`config.mk`:
```
export PLATFORM = sky130hd
export DESIGN_NAME = rom_dl_sequencer_flat
export DESIGN_NICKNAME = d
export VERILOG_FILES = /design/src/rtl/rom_dl_sequencer_if.sv /design/src/rtl/rom_dl_sequencer.sv /design/src/flat_wrapper.sv
export SDC_FILE = /design/constraint.sdc
export NUM_CORES = 1
export LEC_CHECK = 0
export ABC_AREA = 1
export CAP_MARGIN = 0
export CORE_MARGIN = 2
export CORE_UTILIZATION = 50
export CTS_BUF_LIST = sky130_fd_sc_hd__clkbuf_8
export DETAILED_ROUTE_END_ITERATION = 8
export DONT_BUFFER_PORTS = 1
export GPL_ROUTABILITY_DRIVEN = 0
export SYNTH_ARGS = -nofsm -noshare
export SYNTH_HDL_FRONTEND = slang
export SYNTH_SLANG_ARGS = --single-unit
```
`constraint.sdc`:
```
create_clock -name clk_sys -period 3.34 [get_ports clk_sys]
set_input_delay 0.501 -clock clk_sys [delete_from_list [all_inputs] [get_ports clk_sys]]
set_output_delay 0.501 -clock clk_sys [all_outputs]
set_load 0.02 [all_outputs]
```
`src/rtl/rom_dl_sequencer_if.sv`:
```
// Signal bundle between hps_io (ioctl download), the sdram write ports and the PROM strobe.
// The sequencer uses the master modport; the download source / sdram side uses slave.
interface rom_dl_sequencer_if;
    logic        ioctl_download;
    logic [7:0]  ioctl_index;
    logic        ioctl_wr;
    logic [24:0] ioctl_addr;
    logic [7:0]  ioctl_dout;

    logic        p1_req;
    logic        p1_ack;
    logic [22:0] p1_a;
    logic [1:0]  p1_ds;
    logic [15:0] p1_d;

    logic        p2_req;
    logic        p2_ack;
    logic [22:0] p2_a;
    logic [1:0]  p2_ds;
    logic [15:0] p2_d;

    logic        prom_wr;
    logic [11:0] prom_addr;
    logic [7:0]  prom_data;

    logic        dl_busy;
    logic        rom_loaded;
    logic        overflow;

    modport master (
        input  ioctl_download, ioctl_index, ioctl_wr, ioctl_addr, ioctl_dout, p1_ack, p2_ack,
        output p1_req, p1_a, p1_ds, p1_d, p2_req, p2_a, p2_ds, p2_d,
               prom_wr, prom_addr, prom_data, dl_busy, rom_loaded, overflow
    );

    modport slave (
        output ioctl_download, ioctl_index, ioctl_wr, ioctl_addr, ioctl_dout, p1_ack, p2_ack,
        input  p1_req, p1_a, p1_ds, p1_d, p2_req, p2_a, p2_ds, p2_d,
               prom_wr, prom_addr, prom_data, dl_busy, rom_loaded, overflow
    );
endinterface

```
`src/rtl/rom_dl_sequencer.sv`:
```
// ROM download sequencer: buffers ioctl bytes in a small FIFO and issues them to the sdram
// ports (toggle req/ack) and the PROM strobe; owns the sticky rom_loaded / overflow flags.
module rom_dl_sequencer #(
    parameter int unsigned FIFO_DEPTH = 4,
    parameter logic [24:0] GFX_BASE   = 25'h30000,
    parameter logic [24:0] PROM_BASE  = 25'hA0000
) (
    input logic                clk_sys,
    input logic                reset_n,
    rom_dl_sequencer_if.master bus
);
    localparam int unsigned   PtrW    = $clog2(FIFO_DEPTH);
    localparam logic [PtrW:0] CntFull = (PtrW + 1)'(FIFO_DEPTH);
    localparam logic [PtrW:0] CntOne  = (PtrW + 1)'(1);
    localparam logic [PtrW-1:0] PtrOne = PtrW'(1);

    typedef enum logic [0:0] {StIdle, StWait} state_e;

    state_e          r_state;
    logic            r_wr_prev, r_dl_prev, r_pending_done, r_rom_loaded, r_overflow;
    logic [24:0]     r_fifo_addr [FIFO_DEPTH];
    logic [7:0]      r_fifo_data [FIFO_DEPTH];
    logic [PtrW-1:0] r_wptr, r_rptr;
    logic [PtrW:0]   r_count;

    logic            r_p1_req, r_p2_req, r_prom_wr;
    logic [22:0]     r_p1_a, r_p2_a;
    logic [1:0]      r_p1_ds, r_p2_ds;
    logic [15:0]     r_p1_d, r_p2_d;
    logic [11:0]     r_prom_addr;
    logic [7:0]      r_prom_data;

    logic            w_push_req, w_push, w_pop, w_full, w_in_gfx, w_in_prom;
    logic [24:0]     w_head_addr;
    logic [7:0]      w_head_data;
    logic [23:0]     w_gfx_off;
    logic [11:0]     w_prom_off;

    assign w_push_req  = bus.ioctl_wr && !r_wr_prev && bus.ioctl_download
                         && (bus.ioctl_index == 8'd0);
    assign w_full      = (r_count == CntFull);
    assign w_pop       = (r_state == StIdle) && (r_count != '0);
    // A pop frees a slot on the same edge, so a full FIFO still accepts a coinciding push.
    assign w_push      = w_push_req && (!w_full || w_pop);
    assign w_head_addr = r_fifo_addr[r_rptr];
    assign w_head_data = r_fifo_data[r_rptr];
    assign w_in_gfx    = (w_head_addr >= GFX_BASE) && (w_head_addr < PROM_BASE);
    assign w_in_prom   = (w_head_addr >= PROM_BASE);
    assign w_gfx_off   = w_head_addr[23:0] - GFX_BASE[23:0];
    assign w_prom_off  = w_head_addr[11:0] - PROM_BASE[11:0];

    always_ff @(posedge clk_sys) begin
        if (w_push) begin
            r_fifo_addr[r_wptr] <= bus.ioctl_addr;
            r_fifo_data[r_wptr] <= bus.ioctl_dout;
        end
    end

    always_ff @(posedge clk_sys or negedge reset_n) begin
        if (!reset_n) begin
            r_wr_prev      <= 1'b0;
            r_dl_prev      <= 1'b0;
            r_pending_done <= 1'b0;
            r_rom_loaded   <= 1'b0;
            r_overflow     <= 1'b0;
            r_wptr         <= '0;
            r_rptr         <= '0;
            r_count        <= '0;
        end else begin
            r_wr_prev <= bus.ioctl_wr;
            r_dl_prev <= bus.ioctl_download;
            if (r_dl_prev && !bus.ioctl_download) r_pending_done <= 1'b1;
            if (r_pending_done && (r_count == '0) && (r_state == StIdle)) r_rom_loaded <= 1'b1;
            if (w_push_req && !w_push) r_overflow <= 1'b1;
            if (w_push) r_wptr <= r_wptr + PtrOne;
            if (w_pop) r_rptr <= r_rptr + PtrOne;
            if (w_push && !w_pop) begin
                r_count <= r_count + CntOne;
            end else if (!w_push && w_pop) begin
                r_count <= r_count - CntOne;
            end
        end
    end

    always_ff @(posedge clk_sys or negedge reset_n) begin
        if (!reset_n) begin
            r_state     <= StIdle;
            r_p1_req    <= 1'b0;
            r_p2_req    <= 1'b0;
            r_prom_wr   <= 1'b0;
            r_p1_a      <= '0;
            r_p1_ds     <= '0;
            r_p1_d      <= '0;
            r_p2_a      <= '0;
            r_p2_ds     <= '0;
            r_p2_d      <= '0;
            r_prom_addr <= '0;
            r_prom_data <= '0;
        end else begin
            r_prom_wr <= 1'b0;
            case (r_state)
                StIdle: begin
                    if (w_pop) begin
                        r_p1_req <= ~r_p1_req;
                        r_p1_a   <= w_head_addr[23:1];
                        r_p1_ds  <= {w_head_addr[0], ~w_head_addr[0]};
                        r_p1_d   <= {w_head_data, w_head_data};
                        // Port 2 and PROM outputs only move when their own target is hit.
                        if (w_in_gfx) begin
                            r_p2_req <= ~r_p2_req;
                            r_p2_a   <= w_gfx_off[23:1];
                            r_p2_ds  <= {w_gfx_off[0], ~w_gfx_off[0]};
                            r_p2_d   <= {w_head_data, w_head_data};
                        end
                        if (w_in_prom) begin
                            r_prom_wr   <= 1'b1;
                            r_prom_addr <= w_prom_off;
                            r_prom_data <= w_head_data;
                        end
                        r_state <= StWait;
                    end
                end
                StWait: begin
                    if ((bus.p1_ack == r_p1_req) && (bus.p2_ack == r_p2_req)) r_state <= StIdle;
                end
                default: r_state <= StIdle;
            endcase
        end
    end

    assign bus.p1_req     = r_p1_req;
    assign bus.p1_a       = r_p1_a;
    assign bus.p1_ds      = r_p1_ds;
    assign bus.p1_d       = r_p1_d;
    assign bus.p2_req     = r_p2_req;
    assign bus.p2_a       = r_p2_a;
    assign bus.p2_ds      = r_p2_ds;
    assign bus.p2_d       = r_p2_d;
    assign bus.prom_wr    = r_prom_wr;
    assign bus.prom_addr  = r_prom_addr;
    assign bus.prom_data  = r_prom_data;
    assign bus.dl_busy    = (r_count != '0) || (r_state == StWait);
    assign bus.rom_loaded = r_rom_loaded;
    assign bus.overflow   = r_overflow;
endmodule

```
`src/flat_wrapper.sv`:
```
// flat-port wrapper written by rule: the top's interface ports become plain ports
module rom_dl_sequencer_flat 
#(
    parameter int unsigned FIFO_DEPTH = 4,
    parameter logic [24:0] GFX_BASE   = 25'h30000,
    parameter logic [24:0] PROM_BASE  = 25'hA0000
)
  (clk_sys, reset_n, bus_ioctl_download, bus_ioctl_index, bus_ioctl_wr, bus_ioctl_addr, bus_ioctl_dout, bus_p1_ack, bus_p2_ack, bus_p1_req, bus_p1_a, bus_p1_ds, bus_p1_d, bus_p2_req, bus_p2_a, bus_p2_ds, bus_p2_d, bus_prom_wr, bus_prom_addr, bus_prom_data, bus_dl_busy, bus_rom_loaded, bus_overflow);
  rom_dl_sequencer_if bus_i ();
  input logic clk_sys;
  input logic reset_n;
  input wire logic [$bits(bus_i.ioctl_download)-1:0] bus_ioctl_download;
  input wire logic [$bits(bus_i.ioctl_index)-1:0] bus_ioctl_index;
  input wire logic [$bits(bus_i.ioctl_wr)-1:0] bus_ioctl_wr;
  input wire logic [$bits(bus_i.ioctl_addr)-1:0] bus_ioctl_addr;
  input wire logic [$bits(bus_i.ioctl_dout)-1:0] bus_ioctl_dout;
  input wire logic [$bits(bus_i.p1_ack)-1:0] bus_p1_ack;
  input wire logic [$bits(bus_i.p2_ack)-1:0] bus_p2_ack;
  output wire logic [$bits(bus_i.p1_req)-1:0] bus_p1_req;
  output wire logic [$bits(bus_i.p1_a)-1:0] bus_p1_a;
  output wire logic [$bits(bus_i.p1_ds)-1:0] bus_p1_ds;
  output wire logic [$bits(bus_i.p1_d)-1:0] bus_p1_d;
  output wire logic [$bits(bus_i.p2_req)-1:0] bus_p2_req;
  output wire logic [$bits(bus_i.p2_a)-1:0] bus_p2_a;
  output wire logic [$bits(bus_i.p2_ds)-1:0] bus_p2_ds;
  output wire logic [$bits(bus_i.p2_d)-1:0] bus_p2_d;
  output wire logic [$bits(bus_i.prom_wr)-1:0] bus_prom_wr;
  output wire logic [$bits(bus_i.prom_addr)-1:0] bus_prom_addr;
  output wire logic [$bits(bus_i.prom_data)-1:0] bus_prom_data;
  output wire logic [$bits(bus_i.dl_busy)-1:0] bus_dl_busy;
  output wire logic [$bits(bus_i.rom_loaded)-1:0] bus_rom_loaded;
  output wire logic [$bits(bus_i.overflow)-1:0] bus_overflow;
  assign bus_i.ioctl_download = bus_ioctl_download;
  assign bus_i.ioctl_index = bus_ioctl_index;
  assign bus_i.ioctl_wr = bus_ioctl_wr;
  assign bus_i.ioctl_addr = bus_ioctl_addr;
  assign bus_i.ioctl_dout = bus_ioctl_dout;
  assign bus_i.p1_ack = bus_p1_ack;
  assign bus_i.p2_ack = bus_p2_ack;
  assign bus_p1_req = bus_i.p1_req;
  assign bus_p1_a = bus_i.p1_a;
  assign bus_p1_ds = bus_i.p1_ds;
  assign bus_p1_d = bus_i.p1_d;
  assign bus_p2_req = bus_i.p2_req;
  assign bus_p2_a = bus_i.p2_a;
  assign bus_p2_ds = bus_i.p2_ds;
  assign bus_p2_d = bus_i.p2_d;
  assign bus_prom_wr = bus_i.prom_wr;
  assign bus_prom_addr = bus_i.prom_addr;
  assign bus_prom_data = bus_i.prom_data;
  assign bus_dl_busy = bus_i.dl_busy;
  assign bus_rom_loaded = bus_i.rom_loaded;
  assign bus_overflow = bus_i.overflow;
  rom_dl_sequencer #(.FIFO_DEPTH(FIFO_DEPTH), .GFX_BASE(GFX_BASE), .PROM_BASE(PROM_BASE)) u_core (.clk_sys(clk_sys), .reset_n(reset_n), .bus(bus_i));
endmodule
```
# Word level (Yosys, flattened, before mapping)
# Memories as Yosys holds them, arrays and structs flattened.
# Cells that the tools add are included.
# classes
n_lt_le_gt_ge,3
muxes,10
eq_ne,3
n_addsub,5
n_reduce_logical,27
bitwise,5
# ops
operator,count
">= comparator 25 x 18 -> 1 bit, second input constant",1
">= comparator 25 x 20 -> 1 bit, second input constant",1
"less-than comparator 25 x 20 -> 1 bit, second input constant",1
"subtractor 24 x 18 -> 24 bit, second input constant",1
logical AND 1 bit,13
logical NOT 8 bit,1
two-way mux 1 bit,7
two-way mux 3 bit,2
AND reduction 3 bit,2
logical NOT 1 bit,5
inverter 1 bit,5
"adder 2 x 1 -> 2 bit, second input constant",2
"adder 3 x 1 -> 3 bit, second input constant",1
"equality test 3 bit, second input constant",1
logical NOT 3 bit,1
nonzero test 3 bit,1
"subtractor 3 x 1 -> 3 bit, second input constant",1
equality test 1 bit,2
logical OR 1 bit,2
case mux 1 bit (2 select lines),1
AND reduction 2 bit,1
nonzero test 2 bit,1
# totals
out_inout_bits,108
ramBits,132
ff_bits,118
elab_cells,75
inputBits,47
memories,2
# memory_table
memory,words,word_bits,read_ports,rd_clocked_by_memory_dff,write_ports,line_no,source
u_core.r_fifo_addr,4,25,1,0,1,rom_dl_sequencer.sv:21,logic [24:0] r_fifo_addr [FIFO_DEPTH];
u_core.r_fifo_data,4,8,1,0,1,rom_dl_sequencer.sv:22,logic [7:0] r_fifo_data [FIFO_DEPTH];

# Depth between registers and ports, before layout
# depth
depth_word,9
depth_mapped,18
depth_no_buf,16

# Worst setup path before layout
# No wires, ideal clock.
# synth_timing
path_kind,in2reg
start,input bus_ioctl_index[3]
end,"memory u_core.r_fifo_addr[0][0], enable pin"
required_ns,2.917
slack_ns,0.268
path_stages,7
arrival_time_ns,2.649
path_cell_list,nor2_1 > nand3_1 > nor4_1 > nand2_1 > nor2_1 > inv_1 > nor2_1
# synth_between
elab_chain_len,5
# synth_lines
item,line_no,source
"start, declared",flat_wrapper.sv:13,input wire logic [$bits(bus_i.ioctl_index)-1:0] bus_ioctl_index;
logical NOT 8 bit,rom_dl_sequencer.sv:40,&& (bus.ioctl_index == 8'd0);
logical AND 1 bit,rom_dl_sequencer.sv:40,
logical AND 1 bit,rom_dl_sequencer.sv:44,assign w_push = w_push_req && (!w_full || w_pop);
named net u_core.w_push,rom_dl_sequencer.sv:33,"logic w_push_req, w_push, w_pop, w_full, w_in_gfx, w_in_prom;"
two-way mux 1 bit,rom_dl_sequencer.sv:53,if (w_push) begin
two-way mux 1 bit (implied by the code),rom_dl_sequencer.sv:54,r_fifo_addr[r_wptr] <= bus.ioctl_addr;
"end, declared",rom_dl_sequencer.sv:21,
# The timed path passes the listed nets, and every way through them passes these cells.

# Worst setup path in the final report
# layout_timing
start,register u_core.r_rptr[0]
end,register u_core.r_p2_a[2] (netlist: u_core.bus.p2_a[2])
# layout_between
elab_chain_len,4
elab_cells_between_ends,6
# layout_lines
item,line_no,source
"start, declared",rom_dl_sequencer.sv:23,"logic [PtrW-1:0] r_wptr, r_rptr;"
"start signal, assigned",rom_dl_sequencer.sv:76,if (w_pop) r_rptr <= r_rptr + PtrOne;
memory (4 x 25 bit) *,--,
named net u_core.w_head_addr[17],rom_dl_sequencer.sv:34,logic [24:0] w_head_addr;
>= comparator 25 x 18 -> 1 bit or less-than comparator 25 x 20 -> 1 bit (tied branches),rom_dl_sequencer.sv:47,assign w_in_gfx = (w_head_addr >= GFX_BASE) && (w_head_addr < PROM_BASE);
logical AND 1 bit *,rom_dl_sequencer.sv:47,
AND reduction 3 bit (no line) *,--,
"end signal, assigned",rom_dl_sequencer.sv:111,r_p2_a <= w_gfx_off[23:1];
"end, declared",rom_dl_sequencer.sv:27,"logic [22:0] r_p1_a, r_p2_a;"
# Mark *: on every way through the listed nets, which the timed path passes. The rest lies on a longest branch.
# A chain may end at the register's enable or synchronous reset.

==> run_summary.xml <==
<?xml version="1.0" encoding="UTF-8"?>
<metrics>
  <group name="run_status">
    <metric name="outcome" unit="">finished, final reports clean</metric>
  </group>
  <group name="sta">
    <metric name="fin_skew" unit="ns">0.0208</metric>
    <metric name="hold_viol_final" unit="">0</metric>
    <metric name="sum_of_negative_setup_slack" unit="ns">0</metric>
    <metric name="grt_setup_unrepaired" unit="">no</metric>
    <metric name="timing.final.setup_violations" unit="">0</metric>
    <metric name="slew_headroom" unit="%">53.3</metric>
    <metric name="holdWs" unit="ns">0.0694</metric>
    <metric name="finalMaxSlewViolations" unit="">0</metric>
    <metric name="final_min_period_over_clock_period" unit="%">89.4</metric>
    <metric name="tightestPinTransition" unit="ns">0.701</metric>
    <metric name="max_clock_freq" unit="MHz">335</metric>
    <metric name="post-route-min-period" unit="ns">2.99</metric>
    <metric name="final.setup.worst_slack" unit="ns">0.353</metric>
  </group>
  <group name="grt">
    <metric name="grt_first_pass_wirelength" unit="mm">32.5</metric>
    <metric name="largest_net_degree_at_the_start_of_global_routing" unit="">103</metric>
    <metric name="grt_antenna_before_repair" unit="">0</metric>
    <metric name="via_count_of_the_first_global_routing_pass" unit="">5811</metric>
    <metric name="grtUsageTotal" unit="%">21.5</metric>
    <metric name="globalRouteOverflowTotal" unit="">0</metric>
  </group>
  <group name="run">
    <metric name="drv.max_cap_violation_count" unit="">0</metric>
  </group>
  <group name="die">
    <metric name="chipWidth" unit="um">141</metric>
    <metric name="starting_utilization_of_the_core_area" unit="%">51.4</metric>
    <metric name="floorplan.die_area" unit="um2">19800</metric>
    <metric name="design.core.area" unit="um2">18100</metric>
    <metric name="ioPinCount" unit="">155</metric>
    <metric name="core.rowCount" unit="">49</metric>
    <metric name="chipHeight" unit="um">141</metric>
  </group>
  <group name="clocking">
    <metric name="root_buffer" unit="">sky130_fd_sc_hd__clkbuf_8</metric>
    <metric name="cts.repair_timing.setup_buffer_count" unit="">0</metric>
    <metric name="ctsHtreeMaxLevel" unit="">2</metric>
    <metric name="post_cts_gate_resize_count" unit="">0</metric>
    <metric name="worstSkewPairLatency" unit="ns">0.52</metric>
    <metric name="cts.sink_count" unit="">234</metric>
    <metric name="clockBufferDepth" unit="">3</metric>
    <metric name="tritoncts.num_buffers" unit="">38</metric>
    <metric name="worst_setup_hold_path_clk_slew" unit="ns">0.06</metric>
    <metric name="hold_buffers" unit="">4</metric>
    <metric name="cts_tree" unit="">done</metric>
  </group>
  <group name="place">
    <metric name="placedCellCount" unit="">1025</metric>
    <metric name="dp_hpwl" unit="mm">13.2</metric>
    <metric name="dp_slack" unit="ns">0.351</metric>
    <metric name="port_buffers" unit="">0</metric>
  </group>
  <group name="detailed_routing">
    <metric name="routed-via-count" unit="">5872</metric>
    <metric name="drt_iter0_markers" unit="">426</metric>
    <metric name="detail-route-antenna-nets" unit="">0</metric>
    <metric name="post_detailed_route_via_to_cell_ratio" unit="">5.36</metric>
    <metric name="first_pass_iters" unit="">5</metric>
    <metric name="postRouteWirelength" unit="mm">20.8</metric>
    <metric name="wl_per_cell" unit="um">19.0</metric>
    <metric name="detail_route.drc_violations" unit="">0</metric>
  </group>
  <group name="critical_path">
    <metric name="worstPathMaxFanout" unit="">67</metric>
    <metric name="worstSetupEndpointType" unit="">register</metric>
    <metric name="timing.critical_path.from_type" unit="">register</metric>
    <metric name="critical_path_required" unit="ns">3.73</metric>
    <metric name="setup.worst_path.class" unit="">reg -&gt; reg</metric>
    <metric name="arrival" unit="ns">3.37</metric>
  </group>
  <group name="cells_and_area">
    <metric name="nets" unit="">895</metric>
    <metric name="diodes" unit="">0</metric>
    <metric name="instances_no_fill" unit="">1095</metric>
    <metric name="fill_cells" unit="">1571</metric>
    <metric name="final_layout_size_suffix_gt1_share" unit="%">8.66</metric>
    <metric name="final_util" unit="%">56.0</metric>
    <metric name="layout-area-overhead-vs-synth" unit="%">8.95</metric>
  </group>
  <group name="logic_synthesis">
    <metric name="yosysWarningCount" unit="">0</metric>
    <metric name="synth_ff_type" unit="">sky130_fd_sc_hd__edfxtp_1</metric>
    <metric name="syn-mean-instance-area" unit="um2">11.1</metric>
    <metric name="synth_async_sr_flop_share" unit="%">43.6</metric>
    <metric name="netlist.top_cell.by_area" unit="">sky130_fd_sc_hd__edfxtp_1</metric>
    <metric name="syn_inst" unit="">840</metric>
    <metric name="synth.yosys.seq_area_share" unit="%">69.8</metric>
    <metric name="synth_area" unit="um2">9330</metric>
    <metric name="ys_types" unit="">30</metric>
    <metric name="synth-edff-count" unit="">132</metric>
    <metric name="synth_area_leaders" unit="">sky130_fd_sc_hd__edfxtp_1, sky130_fd_sc_hd__dfrtp_1, sky130_fd_sc_hd__nand2_1</metric>
    <metric name="synth_nets" unit="">895</metric>
    <metric name="yosys.area.top_type_share" unit="%">42.5</metric>
    <metric name="synth_seq_cells" unit="">234</metric>
  </group>
  <group name="pwr">
    <metric name="power-per-cell-area" unit="nW/um2">931</metric>
    <metric name="vdd.ir_drop.worst" unit="V">0.000385</metric>
    <metric name="leakagePower" unit="nW">4.33</metric>
    <metric name="power.clock.fraction" unit="%">23.4</metric>
    <metric name="intPower" unit="mW">5.50</metric>
    <metric name="power.share.sequential" unit="%">50.0</metric>
    <metric name="power_frac_comb" unit="%">26.6</metric>
    <metric name="netSwitchingFraction" unit="%">41.9</metric>
    <metric name="p_sw" unit="mW">3.97</metric>
  </group>
  <group name="min_path">
    <metric name="hp-class" unit="">in -&gt; reg</metric>
  </group>
</metrics>
-- cells by family (layout without fill, tap and decap cells) --
logic type / count (synthesis) / count (layout) / share of synthesized area [%]
AO/OA/AOI/OAI: 79 / 79 / 4.44
XOR/XNOR: 10 / 10 / 0.938
adder cells (fa/ha/maj): 8 / 8 / 1.15
buffers and inverters: 91 / 117 / 5.01
flip-flops: 234 / 234 / 69.8
multiplexers: 1 / 1 / 0.121
AND/OR/NAND/NOR: 417 / 417 / 18.5
-- power groups by stage --
stage | Combinational [mW] | Clock, mW | Sequential [mW]
3_3_place_gp | 2.44 | 0 | 4.79
2_1_floorplan | 2.06 | 0 | 4.51
4_1_cts | 2.54 | 2.27 | 4.74
6_report | 2.52 | 2.21 | 4.73
5_1_grt | 2.89 | 2.39 | 4.80
3_5_place_dp | 2.50 | 0 | 4.80
-- cells in the mapped netlist (4+ instances only) --
cell	number
sky130_fd_sc_hd__buf_2	20
sky130_fd_sc_hd__buf_4	19
sky130_fd_sc_hd__buf_6	4
sky130_fd_sc_hd__clkbuf_1	15
sky130_fd_sc_hd__dfrtp_1	102
sky130_fd_sc_hd__edfxtp_1	132
sky130_fd_sc_hd__ha_1	7
sky130_fd_sc_hd__inv_1	30
sky130_fd_sc_hd__nand2_1	285
sky130_fd_sc_hd__nand3_1	73
sky130_fd_sc_hd__nand3b_1	12
sky130_fd_sc_hd__nor2_1	40
sky130_fd_sc_hd__o21ai_0	44
sky130_fd_sc_hd__o21ai_1	21
sky130_fd_sc_hd__o22ai_1	8
sky130_fd_sc_hd__xnor2_1	5
sky130_fd_sc_hd__xor2_1	5
-- worst max-delay path, stage by stage, from the launching register on --
cell                      delay [ns]
sky130_fd_sc_hd__dfrtp_2        0.36
sky130_fd_sc_hd__buf_4          0.56
sky130_fd_sc_hd__nand2_1        0.10
sky130_fd_sc_hd__nand3_1        0.11
sky130_fd_sc_hd__nand2_1        0.15
sky130_fd_sc_hd__inv_1          0.12
sky130_fd_sc_hd__ha_1           0.21
sky130_fd_sc_hd__nand2_1        0.07
sky130_fd_sc_hd__nor2_1         0.11
sky130_fd_sc_hd__nand2_1        0.06
sky130_fd_sc_hd__nor2_1         0.09
sky130_fd_sc_hd__nand2_1        0.07
sky130_fd_sc_hd__nand2_2        0.22
sky130_fd_sc_hd__nand2_4        0.36
sky130_fd_sc_hd__nand2_1        0.16
sky130_fd_sc_hd__o21ai_1        0.08
-- per-layer routing --
metal	routed length [um]	track usage, %	vias up
met5	0	0	-
met4	452	7.42	0
met3	1890	7.03	42
met2	9590	34.0	209
met1	8860	28.4	2832
li1	-	-	2789
-- layout make-up --
class,instances,area (um2),area share (%)
tap,229,287,2.82
sequential,234,6520,64.1
clock buffer,43,592,5.82
timing repair buffer,18,175,1.72
multi-input combinational,515,2380,23.4
clock inverter,23,92.6,0.910
inverter,33,124,1.22
-- per-stage QoR --
step                      area, um2  power [mW]
after floorplan                9330        6.57
after global placement         9430        7.22
after detailed placement       9430        7.30
after CTS                     10200        9.56
after global routing          10200        10.1
final                         10200        9.47
-- worst paths after layout --
path | startpoint | to | slack [ns] | cells after the start
worst max-delay path | u_core.r_rptr[0] | u_core.bus.p2_a[2] | 0.35 | 15
worst min-delay path | bus_ioctl_addr[3] | u_core.r_fifo_addr[2][3] | 0.07 | 0
worst max register to register | u_core.r_rptr[0] | u_core.bus.p2_a[2] | 0.35 | 15
worst min register to register | u_core.r_pending_done | u_core.r_pending_done | 0.47 | 2
max in group asynchronous | reset_n | u_core.r_rptr[0] | 2.37 | 2
min in group asynchronous | reset_n | u_core.bus.prom_addr[11] | 0.58 | 2
-- sequential cells by signal, summed over array words and instances, names as in the netlist, 2 cells and up --
signal,cells
u_core.r_rptr,2
u_core.r_fifo_addr,100
u_core.r_count,3
u_core.r_wptr,2
u_core.r_fifo_data,32
u_core.bus.p1_d,8
u_core.bus.prom_addr,12
u_core.bus.p1_a,23
u_core.bus.prom_data,8
u_core.bus.p2_a,23
u_core.bus.p2_d,8
u_core.bus.p1_ds,2
u_core.bus.p2_ds,2
-- layout by cell type, fill, tap and decap left out, types with 12 or more instances in the layout --
cell,n
sky130_fd_sc_hd__nand2_1,285
sky130_fd_sc_hd__edfxtp_1,132
sky130_fd_sc_hd__dfrtp_1,101
sky130_fd_sc_hd__nand3_1,73
sky130_fd_sc_hd__inv_1,45
sky130_fd_sc_hd__o21ai_0,44
sky130_fd_sc_hd__clkbuf_8,43
sky130_fd_sc_hd__nor2_1,35
sky130_fd_sc_hd__o21ai_1,21
sky130_fd_sc_hd__buf_4,13
sky130_fd_sc_hd__nand3b_1,12
Power figures use the tool's default switching activity.
